File: src/rtl/riscv_pkg.sv
// Shared definitions for the mini RISC-V core: widths, reset PC, NOP encoding,
// the fetch state encoding and the fetch buffer entry layout.
package riscv_pkg;

    localparam int XLEN = 32;
    localparam int ILEN = 32;
    localparam logic [XLEN-1:0] RESET_PC_DEFAULT = 32'h0000_0000;
    localparam logic [ILEN-1:0] NOP = 32'h0000_0013;
    localparam int FETCH_DEPTH = 2;

    typedef enum logic [1:0] {
        ST_IDLE,
        ST_RUN,
        ST_DRAIN,
        ST_HALT
    } fetch_state_e;

    typedef struct packed {
        logic [XLEN-1:0] pc;
        logic [ILEN-1:0] inst;
    } fetch_entry_t;

    function automatic logic [XLEN-1:0] word_align(input logic [XLEN-1:0] addr);
        return {addr[XLEN-1:2], 2'b00};
    endfunction

endpackage

File: src/rtl/fetch_fifo.sv
// Small synchronous FIFO of {pc, inst} entries with single-cycle flush.
// The caller guarantees it never pushes into a full FIFO without popping.
module fetch_fifo
    import riscv_pkg::*;
#(
    parameter int DEPTH = 2
) (
    input  logic                             clk,
    input  logic                             rst_n,
    input  logic                             flush,
    input  logic                             push,
    input  fetch_entry_t                     push_data,
    input  logic                             pop,
    output fetch_entry_t                     head,
    output logic                             full,
    output logic                             empty,
    output logic [$clog2(DEPTH+1)-1:0]       count
);

    localparam int PTR_W = (DEPTH > 1) ? $clog2(DEPTH) : 1;
    localparam int CNT_W = $clog2(DEPTH + 1);

    fetch_entry_t     mem_q [DEPTH];
    fetch_entry_t     mem_d [DEPTH];
    logic [PTR_W-1:0] wr_q, wr_d, rd_q, rd_d;
    logic [CNT_W-1:0] cnt_q, cnt_d;
    logic             do_pop;

    assign full   = (cnt_q == CNT_W'(DEPTH));
    assign empty  = (cnt_q == '0);
    assign count  = cnt_q;
    assign head   = mem_q[rd_q];
    assign do_pop = pop && !empty;

    // NOTE: every always_comb output gets a default first so no path leaves it unassigned (no latch).
    always_comb begin
        mem_d = mem_q;
        wr_d  = wr_q;
        rd_d  = rd_q;
        cnt_d = cnt_q;
        if (flush) begin
            wr_d  = '0;
            rd_d  = '0;
            cnt_d = '0;
        end else begin
            if (push) begin
                mem_d[wr_q] = push_data;
                wr_d        = wr_q + 1'b1;
            end
            if (do_pop) begin
                rd_d = rd_q + 1'b1;
            end
            cnt_d = cnt_q + CNT_W'(push) - CNT_W'(do_pop);
        end
    end

    // NOTE: sequential state uses non-blocking assignments so all flops update together at the edge.
    // NOTE: the storage is reset because inst/inst_pc must read as zero straight out of reset.
    always_ff @(posedge clk or negedge rst_n) begin
        if (!rst_n) begin
            mem_q <= '{default: '0};
            wr_q  <= '0;
            rd_q  <= '0;
            cnt_q <= '0;
        end else begin
            mem_q <= mem_d;
            wr_q  <= wr_d;
            rd_q  <= rd_d;
            cnt_q <= cnt_d;
        end
    end

endmodule

File: src/rtl/instruction_fetch.sv
// Fetch stage: owns the PC, issues word reads, buffers returns and hands {inst, inst_pc} to decode.
// Optional misaligned-redirect trap (fetch_fault/fault_pc, HALT state) under IFETCH_MISALIGN_TRAP_EN.
module instruction_fetch
    import riscv_pkg::*;
#(
    parameter logic [XLEN-1:0] RESET_PC = RESET_PC_DEFAULT,
    parameter int              DEPTH    = FETCH_DEPTH
) (
    input  logic            clk,
    input  logic            rst_n,
    output logic            imem_req_valid,
    input  logic            imem_req_ready,
    output logic [XLEN-1:0] imem_addr,
    input  logic            imem_rsp_valid,
    input  logic [ILEN-1:0] imem_rsp_data,
    input  logic            redirect_valid,
    input  logic [XLEN-1:0] redirect_pc,
    output logic            inst_valid,
    input  logic            inst_ready,
    output logic [ILEN-1:0] inst,
    output logic [XLEN-1:0] inst_pc
`ifdef IFETCH_MISALIGN_TRAP_EN
    ,
    output logic            fetch_fault,
    output logic [XLEN-1:0] fault_pc
`endif
);

    localparam int CNT_W = $clog2(DEPTH + 1);
    localparam int SUM_W = CNT_W + 1;

    fetch_state_e     state_q, state_d;
    logic [XLEN-1:0]  pc_q, pc_d;
    logic [CNT_W-1:0] outstanding_q, outstanding_d;
    logic [CNT_W-1:0] drop_q, drop_d;
    logic [XLEN-1:0]  tag_q [2];
    logic [XLEN-1:0]  tag_d [2];
    logic             tag_wr_q, tag_wr_d, tag_rd_q, tag_rd_d;

    fetch_entry_t     fifo_head, fifo_in;
    logic             fifo_full, fifo_empty, fifo_push;
    logic [CNT_W-1:0] fifo_count;
    logic             pop_fire, req_fire, fetching;
    logic [SUM_W-1:0] credit_used;

`ifdef IFETCH_MISALIGN_TRAP_EN
    logic             fault_q, fault_d;
    logic [XLEN-1:0]  fault_pc_q, fault_pc_d;
    assign fetch_fault = fault_q;
    assign fault_pc    = fault_pc_q;
`endif

    assign inst_valid = !fifo_empty && !redirect_valid;
    assign pop_fire   = inst_valid && inst_ready;
    assign fetching   = (state_q == ST_RUN) || (state_q == ST_DRAIN);

    // The slot freed by this cycle's pop counts as credit, which sustains one fetch per cycle.
    assign credit_used = SUM_W'(outstanding_q) + SUM_W'(fifo_count) + SUM_W'(drop_q)
                       - SUM_W'(pop_fire);
    assign imem_req_valid = fetching && (credit_used < SUM_W'(DEPTH));
    assign req_fire       = imem_req_valid && imem_req_ready;
    assign imem_addr      = pc_q;

    assign fifo_in   = '{pc: tag_q[tag_rd_q], inst: imem_rsp_data};
    assign fifo_push = imem_rsp_valid && (drop_q == '0) && (!fifo_full || pop_fire);

    assign inst    = fifo_head.inst;
    assign inst_pc = fifo_head.pc;

    fetch_fifo #(.DEPTH(DEPTH)) u_fifo (
        .clk       (clk),
        .rst_n     (rst_n),
        .flush     (redirect_valid),
        .push      (fifo_push),
        .push_data (fifo_in),
        .pop       (pop_fire),
        .head      (fifo_head),
        .full      (fifo_full),
        .empty     (fifo_empty),
        .count     (fifo_count)
    );

    always_comb begin
        state_d       = state_q;
        pc_d          = pc_q;
        drop_d        = drop_q;
        tag_d         = tag_q;
        tag_wr_d      = tag_wr_q;
        tag_rd_d      = tag_rd_q;
        outstanding_d = outstanding_q + CNT_W'(req_fire) - CNT_W'(imem_rsp_valid);
`ifdef IFETCH_MISALIGN_TRAP_EN
        fault_d       = fault_q;
        fault_pc_d    = fault_pc_q;
`endif
        if (req_fire) begin
            pc_d            = pc_q + 32'd4;
            tag_d[tag_wr_q] = pc_q;
            tag_wr_d        = !tag_wr_q;
        end
        if (imem_rsp_valid) begin
            tag_rd_d = !tag_rd_q;
            if (drop_q != '0) begin
                drop_d = drop_q - 1'b1;
            end
        end

        case (state_q)
            ST_IDLE:           state_d = ST_RUN;
            ST_RUN, ST_DRAIN:  state_d = (drop_d != '0) ? ST_DRAIN : ST_RUN;
            default:           state_d = state_q;
        endcase

        // Everything still in flight after this edge, including a request taken now, is stale.
        if (redirect_valid) begin
            pc_d   = word_align(redirect_pc);
            drop_d = outstanding_d;
`ifdef IFETCH_MISALIGN_TRAP_EN
            if (redirect_pc[1:0] != 2'b00) begin
                state_d    = ST_HALT;
                fault_d    = 1'b1;
                fault_pc_d = redirect_pc;
            end else begin
                fault_d = 1'b0;
                state_d = (drop_d != '0) ? ST_DRAIN : ST_RUN;
            end
`else
            state_d = (drop_d != '0) ? ST_DRAIN : ST_RUN;
`endif
        end
    end

    always_ff @(posedge clk or negedge rst_n) begin
        if (!rst_n) begin
            state_q       <= ST_IDLE;
            pc_q          <= RESET_PC;
            outstanding_q <= '0;
            drop_q        <= '0;
            tag_q         <= '{default: '0};
            tag_wr_q      <= 1'b0;
            tag_rd_q      <= 1'b0;
`ifdef IFETCH_MISALIGN_TRAP_EN
            fault_q       <= 1'b0;
            fault_pc_q    <= '0;
`endif
        end else begin
            state_q       <= state_d;
            pc_q          <= pc_d;
            outstanding_q <= outstanding_d;
            drop_q        <= drop_d;
            tag_q         <= tag_d;
            tag_wr_q      <= tag_wr_d;
            tag_rd_q      <= tag_rd_d;
`ifdef IFETCH_MISALIGN_TRAP_EN
            fault_q       <= fault_d;
            fault_pc_q    <= fault_pc_d;
`endif
        end
    end

endmodule

File: config.mk
export PLATFORM = sky130hd
export DESIGN_NAME = instruction_fetch
export DESIGN_NICKNAME = d
export VERILOG_FILES = /design/src/rtl/riscv_pkg.sv /design/src/rtl/fetch_fifo.sv /design/src/rtl/instruction_fetch.sv
export SDC_FILE = /design/constraint.sdc
export NUM_CORES = 1
export LEC_CHECK = 0
export ABC_AREA = 1
export CORE_MARGIN = 2
export CORE_UTILIZATION = 45
export CTS_CLUSTER_SIZE = 28
export DETAILED_ROUTE_END_ITERATION = 7
export GPL_ROUTABILITY_DRIVEN = 0
export PLACE_DENSITY = 0.69
export SLEW_MARGIN = 15
export SYNTH_ARGS = -nofsm -noshare
export SYNTH_HDL_FRONTEND = slang
export SYNTH_SLANG_ARGS = --single-unit
File: constraint.sdc
create_clock -name clk -period 9.82 [get_ports clk]
set_input_delay 1.473 -clock clk [delete_from_list [all_inputs] [get_ports clk]]
set_output_delay 1.473 -clock clk [all_outputs]
set_load 0.02 [all_outputs]
==> flow_summary_export.csv <==
group,metric,value,unit
logic_synthesis,netlist_area,10700,um^2
floorplan,die_width,158.2,um
worst_setup_path,critical-path-top-cell-by-count,"inv_1",
routing,postRouteWirelength,24.88,mm
sta,worst_clock_skew,14.67,ps
global_routing,first_pass_grt_wire_length,41.01,mm
routing,drt_iter0_drc,641,
worst_setup_path,cp-end-kind,"primary output",
logic_synthesis,ys_seq_elements,226,
pwr,irDropWorstVdd,121.1,uV
global_routing,grt_util_met3,0.02984,
worst_setup_path,required,8350,ps
place,place_hpwl,16.48,mm
worst_setup_path,cp_slowest_cell,"clkdlybuf4s50_1",
clock_tree,cts_repair_resize_count,0,
global_routing,pin_count_of_the_biggest_net_entering_global_routing,79,
final_layout,design.final.nets,1411,
sta,timing.final.setup_violations,0,
floorplan,floorplan.io_pins,168,
worst_hold_path,worstHoldPathType,"flip-flop to flip-flop",
final_layout,number_of_diodes,0,
logic_synthesis,yosysWarningCount,0,
final_layout,n_fill_cell,2133,
worst_setup_path,cp_slowest_stage_delay,590,ps
worst_setup_path,critPathTopFamily,"buffers and inverters",
floorplan,rows,56,
pwr,power.density_cell_area,320.1,nW/um^2
global_routing,met1_track_demand_over_resource_in_global_routing,0.3069,
worst_setup_path,startpoint_type,"input pin",
clock_tree,cts_post_setup_buffers_inserted,0,
global_routing,global_route.usage.met2,0.3112,
clock_tree,holdBufCountCts,0,
clock_tree,ctsLongestPathBuffers,3,
final_layout,final_util,0.5630,
routing,vias_per_cell,5.040,
routing,antenna_violating_nets_left,0,
worst_setup_path,crit_path_max_fanout,43,
sta,worst_slew_margin_rel,0.3609,
worst_setup_path,timing_worst_setup_path_type,"input pin to primary output",
worst_setup_path,worstPathBufferInverterCount,6,
global_routing,grt-ovfl-total,0,
sta,worst_slew_pin_slew,958.7,ps
global_routing,antenna_found_initial,0,
place,port_buffers,161,
sta,min_period_over_period,0.6082,
logic_synthesis,syn-mean-instance-area,8.948,um^2
logic_synthesis,post_synth_cell_types,31,
floorplan,die-area,25030,um^2
sta,slew_viol_final,0,
global_routing,first_global_vias,8041,
final_layout,layout-area-overhead-vs-synth,23.11,%
clock_tree,clock_sinks,226,
floorplan,dieHeight,158.2,um
worst_hold_path,hp-start,"tag_rd_q",
routing,firstDrtPassIters,5,
clock_tree,insertion_delay,510,ps
clock_tree,clkSlewWorstSetupHoldPaths,50,ps
final_layout,finalInstanceArea,13180,um^2
sta,timing.fmax,0.1674,GHz
place,placed_cell_area,12430,um^2
global_routing,globalRouteTotalUtil,0.2025,
worst_setup_path,regToRegStartpoint,"u_fifo.count[0]",
clock_tree,cts_tree,"done",
sta,finalHoldViolations,0,
worst_hold_path,hold-path-cell-count,1,
logic_synthesis,synth_seq_area_share,0.5285,
clock_tree,cts_root_buf,"clkbuf_16",
sta,final_period_minus_worst_setup_slack,5973,ps
global_routing,top_usage_layer,"met2",
worst_setup_path,critical_path_cell_count,13,
status,run_status,"finished clean",
routing,drcViolationCount,0,
routing,routedWlPerCell,14.96,um
worst_setup_path,worstPathCellList,"clkdlybuf4s50_1, buf_4, a21oi_4, nand2_2, inv_1, ha_1, fa_1, inv_1, ha_1, nor2_2, nand3_1, inv_1, clkdlybuf4s50_1",
final_layout,most_frequent_cells_in_the_layout,"nand2_1 (359), dfrtp_1 (225), clkdlybuf4s50_1 (160)",
pwr,static-leakage-power,6.173,nW
final_layout,drive_above_1_share,0.09003,
floorplan,core_region_area,23400,um^2
worst_setup_path,critical_path.startpoint,"redirect_valid",
sta,setup_repair_after_global_routing_missed_its_margin,"false",
worst_setup_path,reg2reg_depth,18,
floorplan,initial_standard_cell_utilization_of_the_core,0.4573,
clock_tree,ctsHtreeMaxLevel,1,
sta,finalSetupTns,0,ps
worst_setup_path,worstPathArrival,4500,ps
clock_tree,cts_inserted_buffers,24,
routing,routed-via-count,8381,
logic_synthesis,synthCells,1196,
final_layout,leading_cell_type_in_the_layout_fill_and_taps_excluded,"nand2_1",
run,max_cap_violations,0,
cells in the mapped netlist:
cell	instances	area, um^2
nand4_1	2	12.51
buf_6	13	146.4
nand2_1	359	1348
clkinv_1	1	3.750
nor2_1	55	206.5
o21ai_2	2	17.52
ha_1	10	125.1
a21oi_4	1	16.27
inv_1	87	326.6
mux2_2	62	698.2
o21ai_1	121	605.6
nand3_2	2	20.02
mux2i_1	30	300.3
clkbuf_1	32	120.1
nand3_1	72	360.4
conb_1	1	3.750
nor4_1	1	6.260
nor2_2	1	6.260
nand4_4	1	21.27
nand3_4	1	17.52
a21o_1	1	7.510
fa_1	1	20.02
inv_2	2	7.510
buf_4	4	30.03
xnor2_1	3	26.28
nor2_4	1	11.26
dfrtp_1	226	5655
xor2_1	16	140.1
nand2_2	1	6.260
o21ai_0	71	355.3
buf_2	16	80.08
metrics by stage:
step | worst slack (ps) | hold slack, ps | power, mW | instances
6_report | 3847 | 460.3 | 4.218 | 1663
5_1_grt | 3691 | 479.3 | 4.531 | 1663
4_1_cts | 3796 | 466.6 | 4.254 | 1663
3_5_place_dp | 3834 | 455.6 | 3.373 | 1623
3_3_place_gp | 3856 | 457.3 | 3.328 | 1623
2_1_floorplan | 5042 | 447.6 | 2.695 | 1199
cell families after synthesis:
| group | synth area share |
|---|---|
| xor+xnor | 0.01555 |
| mux | 0.09330 |
| buf+inv | 0.06676 |
| flops | 0.5285 |
| simple gates | 0.1884 |
| compound gates | 0.09365 |
| fa+ha+maj | 0.01356 |
| other cells | 0.0003504 |
path summary, 6_finish.rpt:
| check | to | slack [ps] |
|---|---|---|
| setup / recovery | imem_req_valid | 3850 |
| hold / removal | tag_rd_q | 460 |
| setup reg to reg | state_q[0] | 6010 |
| hold reg to reg | tag_rd_q | 460 |
| max in group asynchronous | u_fifo.rd_q | 6600 |
| min in group asynchronous | u_fifo.mem_q[10] | 900 |
flip-flops by register name, summed over array words and instances (netlist names):
register       cells
drop_q             2
u_fifo.rd_q        1
tag_wr_q           1
tag_q             60
state_q            2
u_fifo.count       2
imem_addr         30
u_fifo.wr_q        1
tag_rd_q           1
outstanding_q      2
u_fifo.mem_q     124
power by group:
part / total (mW) / internal, mW / switching, mW
registers: 1.55 / 1.30 / 0.257
clock network: 0.857 / 0.500 / 0.357
logic: 1.81 / 0.797 / 1.01
total: 4.22 / 2.59 / 1.62
metal layers:
metal,wire [um],vias to the layer above
met2,10880,255
li1,-,4151
met1,12210,3946
met5,0,-
met4,299,0
met3,1492,29
area by class of cell:
class	count	area [um^2]	share of cell area
sequential	226	5657	0.4293
multi-input combinational	818	4350	0.3302
timing repair buffer	170	1684	0.1278
clock buffer	34	709.4	0.05385
tap	319	399.1	0.03029
inverter	90	337.8	0.02564
clock inverter	6	37.54	0.002849
No activity file was read; power rests on OpenSTA's default activity.
==> RTL edit 1 (same flow settings) <==
Set the package constant `XLEN` to 16 (it was 32).
--- a/src/rtl/riscv_pkg.sv
+++ b/src/rtl/riscv_pkg.sv
@@ -4,3 +4,3 @@
 
-    localparam int XLEN = 32;
+    localparam int XLEN = 16;
     localparam int ILEN = 32;
Interface: changed (resized imem_addr, inst_pc and redirect_pc); port bits go from 168 to 120. No check against the original RTL was run, so the function may have changed too.
==> RTL edit 1 against the original RTL <==
- global-route usage grew 1.4 points
- routed wire length shrank 28%
- design area is 31% lower
- sequential share of layout area is 3.0 points lower
- total power decreased by 28%
- setup slack gained 0.058 ns
- hold slack gained 0.0047 ns
- area after synthesis decreased by 31%
- core utilization up 1.1 points
- sequential cell count is 80 lower
==> RTL edit 1: results (changes against the original RTL) <==
status finished clean; worst hold start u_fifo.mem_q[73]$_DFFE_PN0P_; worst vdd ir 0.240 mV (+98%); P_leak 0.00450 uW (-27%); cell count after placement 1,149 (-29%); Via density 5.26 (+4.3%); Post-Synthesis Cells 872 (-27%); post-synth cell types 32 (+3.2%); Worst Hold Path EP u_fifo.mem_q[73]$_DFFE_PN0P_; Net Sw Power 1190 uW (-26%); dpl cell area 0.00853 mm^2 (-31%); Max clock buf depth 2 (-1); gr usage total 0.217 (+0.0144); total wire length 17,900 um (-28%); fraction of layout cells with a size suffix above 1 0.103 (+0.0127); GRT met1 Usage 0.311 (+0.00449); worst slack at placement 3.88 ns (+0.0454 ns); top cells by count, synth nand2_1 (328), dfrtp_1 (146), nand4_1 (95); met2 Use GR 0.334 (+0.0230); Worst Path Max Fanout 28 (-35%); fin nets 1,017 (-28%); clk_lat worst skew 0.43 ns (-0.08 ns); M3 GR Usage 0.0423 (+0.0125); vias in the first global route 5,981 (-26%); Post-DP HPWL 10,600 um (-36%); 1st-iter DRT viols 527 (-18%); TritonCTS Buffers 17 (-29%); final std cells w/o fill 1,180 (-29%); first-pass GRT wire length 30,700 um (-25%); number of flip-flops in the largest register 92 (-26%); r2r setup slk 5.91 ns (-0.10 ns); reg2reg path depth 19 (+1); largest net degree at the start of global routing 96 (+22%); largest cells by area after synthesis dfrtp_1 (50%), nand2_1 (17%), nand4_1 (8.1%), mux2_2 (7.0%), o21ai_0 (3.4%); CTS HTree Levels 4 (+3); # port buffers 113 (-30%)
RTL edit 1: cell families (layout without fill, tap and decap cells):
group | count (synthesis) | in the layout | share of synthesized area
muxes | 46 | 46 | 0.0704
adders and majority gates | 11 | 11 | 0.0197
DFF | 146 | 146 | 0.497
and+or+nand+nor | 482 | 482 | 0.289
xor gates and xnor gates | 7 | 7 | 0.00833
other | 1 | 4 | 0.000510
AOI/OAI and AO/OA | 61 | 61 | 0.0425
buffers and inverters | 118 | 207 | 0.0731
RTL edit 1: layout make-up:
type                            instances  area (um^2)
Clock inverter                         10          158
Multi-Input combinational cell        611         3200
Fill cell                            1472         6800
Inverter                               54          203
Clock buffer                           21          460
Timing Repair Buffer                  122         1200
Sequential cell                       146         3650
Tap cell                              216          270
RTL edit 1: power groups by stage:
stage	clock network, uW	logic, uW	registers [uW]
after floorplan	0	880	1000
after global placement	0	1300	1040
after detailed placement	0	1320	1050
after CTS	691	1330	1040
after global routing	718	1470	1070
final	679	1320	1040
RTL edit 1: worst max-delay path by stage:
| stage | startpoint | to | slack, ns |
|---|---|---|---|
| 3_3_place_gp | redirect_valid | imem_req_valid | 3.89 |
| 5_1_grt | redirect_valid | imem_req_valid | 3.73 |
| 3_5_place_dp | redirect_valid | imem_req_valid | 3.88 |
| 2_1_floorplan | redirect_valid | imem_req_valid | 4.94 |
| 6_report | redirect_valid | imem_req_valid | 3.91 |
| 4_1_cts | redirect_valid | imem_req_valid | 3.87 |
RTL edit 1: per-layer routing:
layer,wire [um],vias to the layer above
li1,-,3038
met5,0,-
met2,8290,165
met3,901,22
met1,8420,2979
met4,275,0
==> RTL edit 2 (same flow settings) <==
Without the edit above. Make the reset (`rst_n`) synchronous in 2 clocked blocks.
--- a/src/rtl/fetch_fifo.sv
+++ b/src/rtl/fetch_fifo.sv
@@ -58,3 +58,3 @@
     // NOTE: the storage is reset because inst/inst_pc must read as zero straight out of reset.
-    always_ff @(posedge clk or negedge rst_n) begin
+    always_ff @(posedge clk) begin
         if (!rst_n) begin
--- a/src/rtl/instruction_fetch.sv
+++ b/src/rtl/instruction_fetch.sv
@@ -131,3 +131,3 @@
 
-    always_ff @(posedge clk or negedge rst_n) begin
+    always_ff @(posedge clk) begin
         if (!rst_n) begin
Formal check against the unedited RTL: differs if rst_n is asserted again (counterexample within 4 cycles, from zero or initial values and one cycle with rst_n low); with rst_n held inactive, the same outputs for 4 cycles.
==> RTL edit 2 against the original RTL <==
- sequential cell count stayed put
- register-to-register slack worse by 0.29 ns
- area after synthesis is 1.4% lower
- first-iteration DRC count is 8.9% higher
- setup slack worse by 0.25 ns
- design area is 0.66% lower
- final cell count is 22% higher
- critical path depth is 1 higher
- routed wire length is 2.4% higher
- non-clock buffer count stayed put
- maximum frequency is 4.0% lower
- clock skew is 0.0011 ns lower
Power is not compared: it rests on default switching activity, and its combinational part moved more than twofold at a synthesized area within 25%.
==> RTL edit 2: results (changes against the original RTL) <==
total wire length 25,500 um (+2.4%); post-synth cell types 33 (+6.5%); Post-CTS Setup Bufs 0 (unchanged); Seq/Total Area, Yosys 0.429 (-0.0998); dpl cell area 0.0122 mm^2 (-1.6%); Net Sw Power about 870 uW; critical path's slowest cell clkdlybuf4s50_1; worst vdd ir 0.132 mV; Worst Path Max Fanout 38 (-12%); Reg clk slew, reported paths 0.06 ns; TritonCTS Buffers 26 (+8.3%); status finished clean; Max clock buf depth 3 (unchanged); worst slack at placement 3.61 ns (-0.226 ns); Ys Warns 0 (unchanged); clk_skew 0.0135 ns (-0.00113 ns); worst hold start u_fifo.mem_q[86]$_SDFFE_PN0P_; slew margin rel. 0.266 (-0.0949); diode count 0 (unchanged); CTS HTree Levels 1 (unchanged); Post-synth ARST share 0 (-1.00); initial antenna violation count 0 (unchanged); largest net degree at the start of global routing 122 (+54%); gr usage total 0.203 (+0.000261); crit path from redirect_valid; largest cells by area after synthesis dfxtp_1 (43%), nand2_1 (12%), o21ai_0 (11%), inv_1 (8.7%), nor2_1 (7.0%); reg-to-reg startpoint u_fifo.count[1]$_SDFF_PP0_; CTS resizes 0 (unchanged); fin nets 1,776 (+26%); first-pass GRT wire length 41,500 um (+1.3%); Top FF cell, synth dfxtp_1; fraction of layout cells with a size suffix above 1 0.0386 (-0.0515); Worst Path Arrival 4.75 ns (+0.25 ns); top cells by count, synth nand2_1 (336), inv_1 (245), o21ai_0 (236); number of flip-flops in the largest register 124 (unchanged); CTS Root Cell clkbuf_16; Reg with most FFs u_fifo.mem_q; crit-path max cell delay 0.67 ns (+0.08 ns); Min-Delay Path Class reg2reg; FILL cells 2,274 (+6.6%); clk_lat worst skew 0.52 ns; via count 9,701 (+16%); kind of cell adding the most delay to the critical path buffers and inverters; First-pass DRT Iterations 5 (unchanged); Post-DP HPWL 16,600 um (+0.77%); 1st-iter DRT viols 698 (+8.9%); # port buffers 161 (unchanged); P_leak around 0.0054 uW; vias in the first global route 8,483 (+5.5%)
## RTL edit 2: cell types whose count changed after synthesis, sizes merged, moves of 66 or more
cell / unedited run / this run
a21oi: 1 / 122
dfrtp: 226 / 0
dfxtp: 0 / 226
inv: 89 / 249
nor2: 57 / 199
o21ai: 194 / 260
## RTL edit 2: power by group through the flow
stage / registers [uW] / logic [uW] / clock network, uW
global route: 1130 / 799 / 1010
CTS: 1120 / 707 / 970
global placement: 1130 / 689 / 0
floorplan: 1130 / 458 / 0
finish: 1120 / 703 / 950
detailed placement: 1140 / 703 / 0
## RTL edit 2: stage by stage
step | utilization | cells | power (uW) | hold WS, ns
floorplan | - | 1596 | 1590 | 0.424
global placement | 0.526 | 1986 | 1820 | 0.433
detailed placement | 0.526 | 1986 | 1840 | 0.439
CTS | 0.563 | 2031 | 2800 | 0.447
global route | 0.563 | 2031 | 2940 | 0.459
finish | 0.563 | 2031 | 2770 | 0.444
## RTL edit 2: per-layer routing
layer  up-vias  part of all wire  global-route usage
met5         -                 0                   0
met4         0             0.017              0.0455
met3        38             0.068              0.0319
met2       294              0.42               0.319
met1      4220              0.49               0.293
li1       5149                 -                   -
## RTL edit 2: final cells by class
class                           count  area [um^2]  area share
Clock inverter                      2         13.8     0.00105
Sequential cell                   226         4530       0.346
Clock buffer                       43          847      0.0647
Timing Repair Buffer              170         1680       0.128
Inverter                          249          935      0.0714
Tap cell                          319          399      0.0305
Multi-Input combinational cell   1022         4690       0.358
## RTL edit 2: worst reg2reg max path: stages, from the launching register on
cell,delay [ns]
dfxtp_1,0.40
inv_2,0.08
a21oi_2,0.16
nand2_2,0.11
inv_1,0.07
ha_1,0.21
inv_1,0.05
ha_1,0.22
a21o_1,0.18
ha_1,0.26
nor2_1,0.16
nand4_2,0.62
ha_1,0.57
inv_1,0.04
ha_1,0.17
xor2_1,0.15
xor2_1,0.16
nand2_1,0.09
nand3_1,0.10
o21ai_0,0.16
inv_1,0.05
## RTL edit 2: cells by family after synthesis
family                   share of synthesized area
other                                     0.000355
buffers and inverters                        0.130
adder cells (fa/ha/maj)                     0.0138
AND/OR/NAND/NOR                              0.223
AO/OA/AOI/OAI                                0.189
XOR/XNOR                                    0.0158
flip-flops                                   0.429
## RTL edit 2: worst paths after layout
kind                                   end  slack (ns)  depth (start not counted)
min reg2reg  u_fifo.mem_q[86]$_SDFFE_PN0P_        0.44                          2
max                         imem_req_valid        3.60                         14
max reg2reg        state_q[1]$_SDFFE_PN0P_        5.72                         20
min          u_fifo.mem_q[86]$_SDFFE_PN0P_        0.44                          2
